==> config.mk <==
export PLATFORM = sky130hd
export DESIGN_NAME = md_issue
export DESIGN_NICKNAME = d
export VERILOG_FILES = /design/src/rtl/md_issue.sv
export SDC_FILE = /design/constraint.sdc
export NUM_CORES = 1
export LEC_CHECK = 0
export ABC_AREA = 1
export CORE_MARGIN = 3
export CORE_UTILIZATION = 39
export DETAILED_ROUTE_END_ITERATION = 8
export PLACE_DENSITY_LB_ADDON = 0.25
export SLEW_MARGIN = 40
export SYNTH_ARGS = -nofsm -noshare
export SYNTH_HDL_FRONTEND = slang
export SYNTH_SLANG_ARGS = --single-unit
==> constraint.sdc <==
create_clock -name clk -period 2.4 [get_ports clk]
set_input_delay 0.72 -clock clk [delete_from_list [all_inputs] [get_ports clk]]
set_output_delay 0.72 -clock clk [all_outputs]
set_load 0.1 [all_outputs]
==> src/rtl/md_issue.sv <==
`default_nettype none
// ============================================================================
//  Module      : md_issue
//  Description : Issue control between the E stage and a multi-cycle
//                multiply/divide unit. Accepts MD-class instructions from E,
//                presents each start operation to the unit for exactly one
//                cycle, waits out the unit's busy time, stalls dependent MD
//                instructions, returns MFHI/MFLO results to M, and supports
//                cancelling an operation in its issue cycle.
//  Ports       : clk, rst (async, active-low)
//                e_valid, e_cls[3:0], e_rs/e_rt[31:0], flush   - E stage
//                md_busy, md_invalid, md_hi/md_lo[31:0]        - from MD unit
//                md_op[3:0], md_dh/md_dl[31:0], md_stop        - to MD unit
//                stall                                         - pipeline freeze
//                mf_valid, mf_data[31:0]                       - to M stage
//                div0, issue_cnt[CNT_W-1:0]                    - status
//  Revision    : 1.0  initial release
// ============================================================================
module md_issue #(
    parameter int CNT_W = 16
) (
    input  logic             clk,
    input  logic             rst,
    input  logic             e_valid,
    input  logic [3:0]       e_cls,
    input  logic [31:0]      e_rs,
    input  logic [31:0]      e_rt,
    input  logic             flush,
    input  logic             md_busy,
    input  logic             md_invalid,
    input  logic [31:0]      md_hi,
    input  logic [31:0]      md_lo,
    output logic [3:0]       md_op,
    output logic [31:0]      md_dh,
    output logic [31:0]      md_dl,
    output logic             md_stop,
    output logic             stall,
    output logic             mf_valid,
    output logic [31:0]      mf_data,
    output logic             div0,
    output logic [CNT_W-1:0] issue_cnt
);

    localparam logic [3:0] MD_NONE  = 4'd0;
    localparam logic [3:0] MD_MULT  = 4'd1;
    localparam logic [3:0] MD_MULTU = 4'd2;
    localparam logic [3:0] MD_DIV   = 4'd3;
    localparam logic [3:0] MD_DIVU  = 4'd4;
    localparam logic [3:0] MD_MTHI  = 4'd5;
    localparam logic [3:0] MD_MTLO  = 4'd6;
    localparam logic [3:0] MD_MFHI  = 4'd7;
    localparam logic [3:0] MD_MFLO  = 4'd8;

    typedef enum logic [1:0] {
        S_IDLE  = 2'd0,
        S_ISSUE = 2'd1,
        S_WAIT  = 2'd2
    } state_t;

    state_t             state_q, state_d;
    logic [3:0]         md_op_q;
    logic [31:0]        md_dh_q, md_dl_q;
    logic               mf_valid_q;
    logic [31:0]        mf_data_q;
    logic               div0_q;
    logic [CNT_W-1:0]   issue_cnt_q, issue_cnt_d;

    logic is_start, is_read, accept, rd_accept, stop;

    // The unit's invalid flag is status only; control never looks at it.
    logic unused_md_invalid;
    assign unused_md_invalid = md_invalid;

    always_comb begin
        is_start  = e_valid && (e_cls >= MD_MULT) && (e_cls <= MD_MTLO);
        is_read   = e_valid && ((e_cls == MD_MFHI) || (e_cls == MD_MFLO));
        stall     = (is_start || is_read) && ((state_q != S_IDLE) || md_busy);
        // With stall low an MD instruction implies IDLE and a quiet unit.
        accept    = is_start && !stall && !flush;
        rd_accept = is_read && !stall && !flush;
        // Only an operation still in its issue cycle can be withdrawn.
        stop      = (state_q == S_ISSUE) && flush;
    end

    always_comb begin
        state_d     = state_q;
        issue_cnt_d = issue_cnt_q;
        case (state_q)
            S_IDLE: begin
                if (accept) begin
                    state_d = S_ISSUE;
                end
            end
            S_ISSUE: begin
                if (flush) begin
                    state_d = S_IDLE;
                end else if ((md_op_q >= MD_MULT) && (md_op_q <= MD_DIVU)) begin
                    state_d = S_WAIT;
                end else begin
                    state_d = S_IDLE;
                end
            end
            S_WAIT: begin
                if (!md_busy) begin
                    state_d = S_IDLE;
                end
            end
            default: state_d = S_IDLE;
        endcase
        // Accept (IDLE) and stop (ISSUE) are mutually exclusive; a stopped
        // operation takes its count back so the net effect is zero.
        if (accept) begin
            issue_cnt_d = issue_cnt_q + CNT_W'(1);
        end else if (stop) begin
            issue_cnt_d = issue_cnt_q - CNT_W'(1);
        end
    end

    always_ff @(posedge clk or negedge rst) begin
        if (!rst) begin
            state_q     <= S_IDLE;
            md_op_q     <= MD_NONE;
            md_dh_q     <= '0;
            md_dl_q     <= '0;
            mf_valid_q  <= 1'b0;
            mf_data_q   <= '0;
            div0_q      <= 1'b0;
            issue_cnt_q <= '0;
        end else begin
            state_q     <= state_d;
            issue_cnt_q <= issue_cnt_d;
            md_op_q     <= accept ? e_cls : MD_NONE;
            if (accept) begin
                md_dh_q <= e_rs;
                md_dl_q <= e_rt;
            end
            div0_q     <= accept && ((e_cls == MD_DIV) || (e_cls == MD_DIVU)) &&
                          (e_rt == 32'd0);
            mf_valid_q <= rd_accept;
            if (rd_accept) begin
                mf_data_q <= (e_cls == MD_MFHI) ? md_hi : md_lo;
            end
        end
    end

    assign md_op     = md_op_q;
    assign md_dh     = md_dh_q;
    assign md_dl     = md_dl_q;
    assign md_stop   = stop;
    assign mf_valid  = mf_valid_q;
    assign mf_data   = mf_data_q;
    assign div0      = div0_q;
    assign issue_cnt = issue_cnt_q;

endmodule
`default_nettype wire

==> reports/metrics.sh <==
GRT_FIRST_PASS_WIRELENGTH_UM=29100
UTILIZATION=0.641
COUNT_OF_TRITONROUTE_ITERATIONS_IN_THE_FIRST_ROUTING_PASS=7
POST_DRT_WL_PER_CELL_UM=13.6
DRIVE_ABOVE_1_SHARE=0.244
FP-ROW-COUNT=45
CLOCK_TREE_FROM_TRITONCTS='built'
GLOBALPLACE.CONGESTION=0.902
POSTSYNTHNETCOUNT=950
FIRST_GLOBAL_VIAS=5814
REPORT.POWER.TOTAL_mW=13.4
FINALSETUPTNS_PS=0
FINAL_CRITICAL_PATH_REQUIRED_PERIOD_PS=2360
LAYOUT.CELL_AREA.NON_FILLER_MM2=0.00982
CRITICAL_PATH_PEAK_FANOUT=2
VIA_PER_INST=4.50
VIAS=5882
POWER_LEAKAGE_nW=5.16
PORT_BUFFERS=256
MULTI_INPUT_AREA_MM2=0.00274
STATUS='finished clean'
CRITPATHKIND='input port to primary output'
CTS_BUFFER_DEPTH=2
GRT_SETUP_UNREPAIRED='yes'
HPWL_DP_UM=13400
DRCVIOLATIONCOUNT=0
SYNTH_TOP_AREA_SHARE=0.488
REPORT.FINAL.SETUP_VIOL=0
EFFECTIVE_UTILIZATION_AT_FLOORPLAN=0.401
GRT_MAX_DEGREE=76
SYNTHCELLS=797
TIMING_HOLD_VIOLATIONS_FINAL=0
NUM-NETS-FINAL=1237
GRT_USE_TOTAL=0.208
REG2REG_SLACK_PS=280
CTSROOTBUFFERMASTER='sky130_fd_sc_hd__clkbuf_16'
SYNTHESIS.AREA_PER_INSTANCE_UM2=7.71
FINAL.FILL_COUNT=1355
TIMING.MAX_SLEW.REL_SLACK=0.524
WORST-ENDPOINT-REQUIRED_PS=1680
FINALCLOCKSKEW_PS=6.66
POST-ROUTE-WORST-SETUP-SLACK_PS=43.0
DRT_FIRST_ITER_VIOLATIONS=228
NETLIST_TOP_CELLS_AREA='sky130_fd_sc_hd__dfrtp_1 49%, sky130_fd_sc_hd__nand2_1 19%, sky130_fd_sc_hd__inv_1 7.9%, sky130_fd_sc_hd__o21ai_0 5.0%, sky130_fd_sc_hd__ha_1 2.8%'
YS_FF_LATCH=120
INSERTION_DELAY_PS=420
PLACE_WS_PS=-745
SEQCELLAREA_MM2=0.00300
IO_PINS=258
CLOCK_SINKS=120
FINAL_MAX_SLEW_VIOL_COUNT=0
CLOCK_TRANSITION_AT_THE_REGISTERS_OF_THE_REPORTED_PATHS_PS=50
CORE_AREA_MM2=0.0153
TOTAL_GRT_OVERFLOW=0
WORST_R2R_PATH_DEPTH=13
DIODES=0
POWER-PER-CELL-AREA_mW_PER_MM2=1370
ANTENNA_FOUND_INITIAL=1
AREA.GROWTH.SYNTH_TO_FINAL_PCT=59.7
FMAXACHIEVABLE_MHz=424
WORST_IR_DROP_VDD_uV=950
MAPPEDNETLISTAREA_MM2=0.00615
DIE_WIDTH_UM=132
DIEHEIGHT_UM=132
YS_WARN_COUNT=0
ROUTED_WL_UM=17800
R2R_START='state_q[0]'
NUMCTSBUFFERS=17
LAYOUT_WORST_PATH_CYCLE_SHARE=0.982
DPL-INSTANCE-AREA_MM2=0.00904
MIN-DELAY-PATH-CLASS='input port to asynchronous set/reset pin'
CTS.HTREE.LEVELS=4
WORST_EP_ARRIVAL_TIME_PS=1640
YOSYSSEQAREASHARE=0.488
SETUP.WORST_PATH.END_CLASS='primary output'
SYNTH_TOP_AREA_CELL='sky130_fd_sc_hd__dfrtp_1'
MAX_SLEW.WORST_PIN.SLEW_PS=713
FP.DIEAREA_MM2=0.0173
DRV_CAP=0
DETAIL-ROUTE-ANTENNA-NETS=0
SYNTHDISTINCTLIBCELLS=35
WORST_SETUP_SP_TYPE='input port'
REGTOREGENDPOINT='issue_cnt[6]'
-- through the flow --
stage / hold slack (ps) / std cells
5_1_grt: 274 / 1308
2_1_floorplan: 424 / 797
3_3_place_gp: 456 / 1271
6_report: 246 / 1308
3_5_place_dp: 460 / 1271
4_1_cts: 251 / 1307
-- power breakdown --
group	switching, mW	total [mW]	leakage [nW]	internal (mW)
logic	5.71	7.76	3.39	2.05
registers	0.426	2.99	1.47	2.56
clock network	0.922	2.69	0.298	1.77
-- routing by layer --
metal / global-route usage / part of all wire / vias to the layer above
li1: - / - / 3024
met1: 0.246 / 0.42 / 2607
met2: 0.334 / 0.46 / 223
met3: 0.0972 / 0.11 / 26
met4: 0.0700 / 0.017 / 2
met5: 0 / 0.00039 / -
-- Yosys cell counts (all sizes together) --
cell and count:
a21oi 11, and2 2, buf 25, clkbuf 6, conb 1, dfrtp 120, fa 1, ha 14
inv 131, nand2 306, nand3 35, nand3b 5, nand4 8, nor2 26, nor3 3, nor3b 1
nor4 2, o211ai 1, o21a 1, o21ai 89, o32ai 1, or2 3, xnor2 1, xor2 4
-- worst max-delay path: stages --
cell and delay, ps:
sky130_fd_sc_hd__buf_2 120, sky130_fd_sc_hd__nor2_2 120, sky130_fd_sc_hd__o21ai_2 80, sky130_fd_sc_hd__a21oi_4 150
sky130_fd_sc_hd__buf_4 140, sky130_fd_sc_hd__o21a_4 140, sky130_fd_sc_hd__buf_12 170
-- area by class of cell --
| type | count | area share |
|---|---|---|
| repair buffers | 299 | 0.273 |
| clock buffers | 21 | 0.0459 |
| flip-flops and latches | 120 | 0.306 |
| well taps | 211 | 0.0269 |
| inverters | 131 | 0.0511 |
| multi-input cells | 515 | 0.279 |
| clock inverters | 11 | 0.0175 |
-- what timing repair did --
action | in CTS | in global routing
setup endpoints to repair | 55 | 13
hold buffers | 0 | 0
pin swaps | 4 | 4
resized for setup | 35 | 20
setup buffers | 4 | 1
-- cells by family (layout without fill, tap and decap cells) --
group	count (synthesis)	in the layout	synth area share
AND/OR/NAND/NOR	391	391	0.261
buffers and inverters	162	462	0.114
flip-flops	120	120	0.488
AO/OA/AOI/OAI	103	103	0.0975
adder cells (fa/ha/maj)	15	15	0.0317
XOR/XNOR	5	5	0.00712
other	1	1	0.000610
-- state kept, by name, summed over array words and instances, names as in the netlist --
signal and flops:
mf_valid 1, mf_data 32, issue_cnt 16, md_dh 32, md_op 4, md_dl 32, state_q 2, div0 1
-- worst max-delay path by stage --
stage	from	slack, ps	depth (start not counted)	end
finish	e_cls[3]	40	7	stall
global route	md_busy	-8	16	issue_cnt[15]
CTS	e_valid	8	7	stall
detailed placement	e_valid	-750	16	issue_cnt[14]
global placement	e_valid	-700	16	issue_cnt[14]
floorplan	e_valid	-130	16	issue_cnt[14]
-- cell usage in the layout, fill, tap and decap left out, types with 4 or more instances in the layout --
| cell type | count |
|---|---|
| sky130_fd_sc_hd__buf_6 | 5 |
| sky130_fd_sc_hd__buf_12 | 8 |
| sky130_fd_sc_hd__nand3_1 | 27 |
| sky130_fd_sc_hd__nand3b_1 | 5 |
| sky130_fd_sc_hd__ha_4 | 12 |
| sky130_fd_sc_hd__o21ai_0 | 61 |
| sky130_fd_sc_hd__nand2_1 | 298 |
| sky130_fd_sc_hd__bufinv_16 | 4 |
| sky130_fd_sc_hd__clkbuf_16 | 17 |
| sky130_fd_sc_hd__dfrtp_1 | 120 |
| sky130_fd_sc_hd__inv_1 | 126 |
| sky130_fd_sc_hd__clkdlybuf4s50_1 | 128 |
| sky130_fd_sc_hd__xor2_1 | 4 |
| sky130_fd_sc_hd__nand3_2 | 5 |
| sky130_fd_sc_hd__a21oi_1 | 5 |
| sky130_fd_sc_hd__a21oi_2 | 4 |
| sky130_fd_sc_hd__o21ai_1 | 9 |
| sky130_fd_sc_hd__nor2_1 | 22 |
| sky130_fd_sc_hd__nand2_2 | 7 |
| sky130_fd_sc_hd__o21ai_2 | 19 |
| sky130_fd_sc_hd__nand4_1 | 8 |
| sky130_fd_sc_hd__buf_4 | 155 |
No activity file was read; power rests on OpenSTA's default activity.
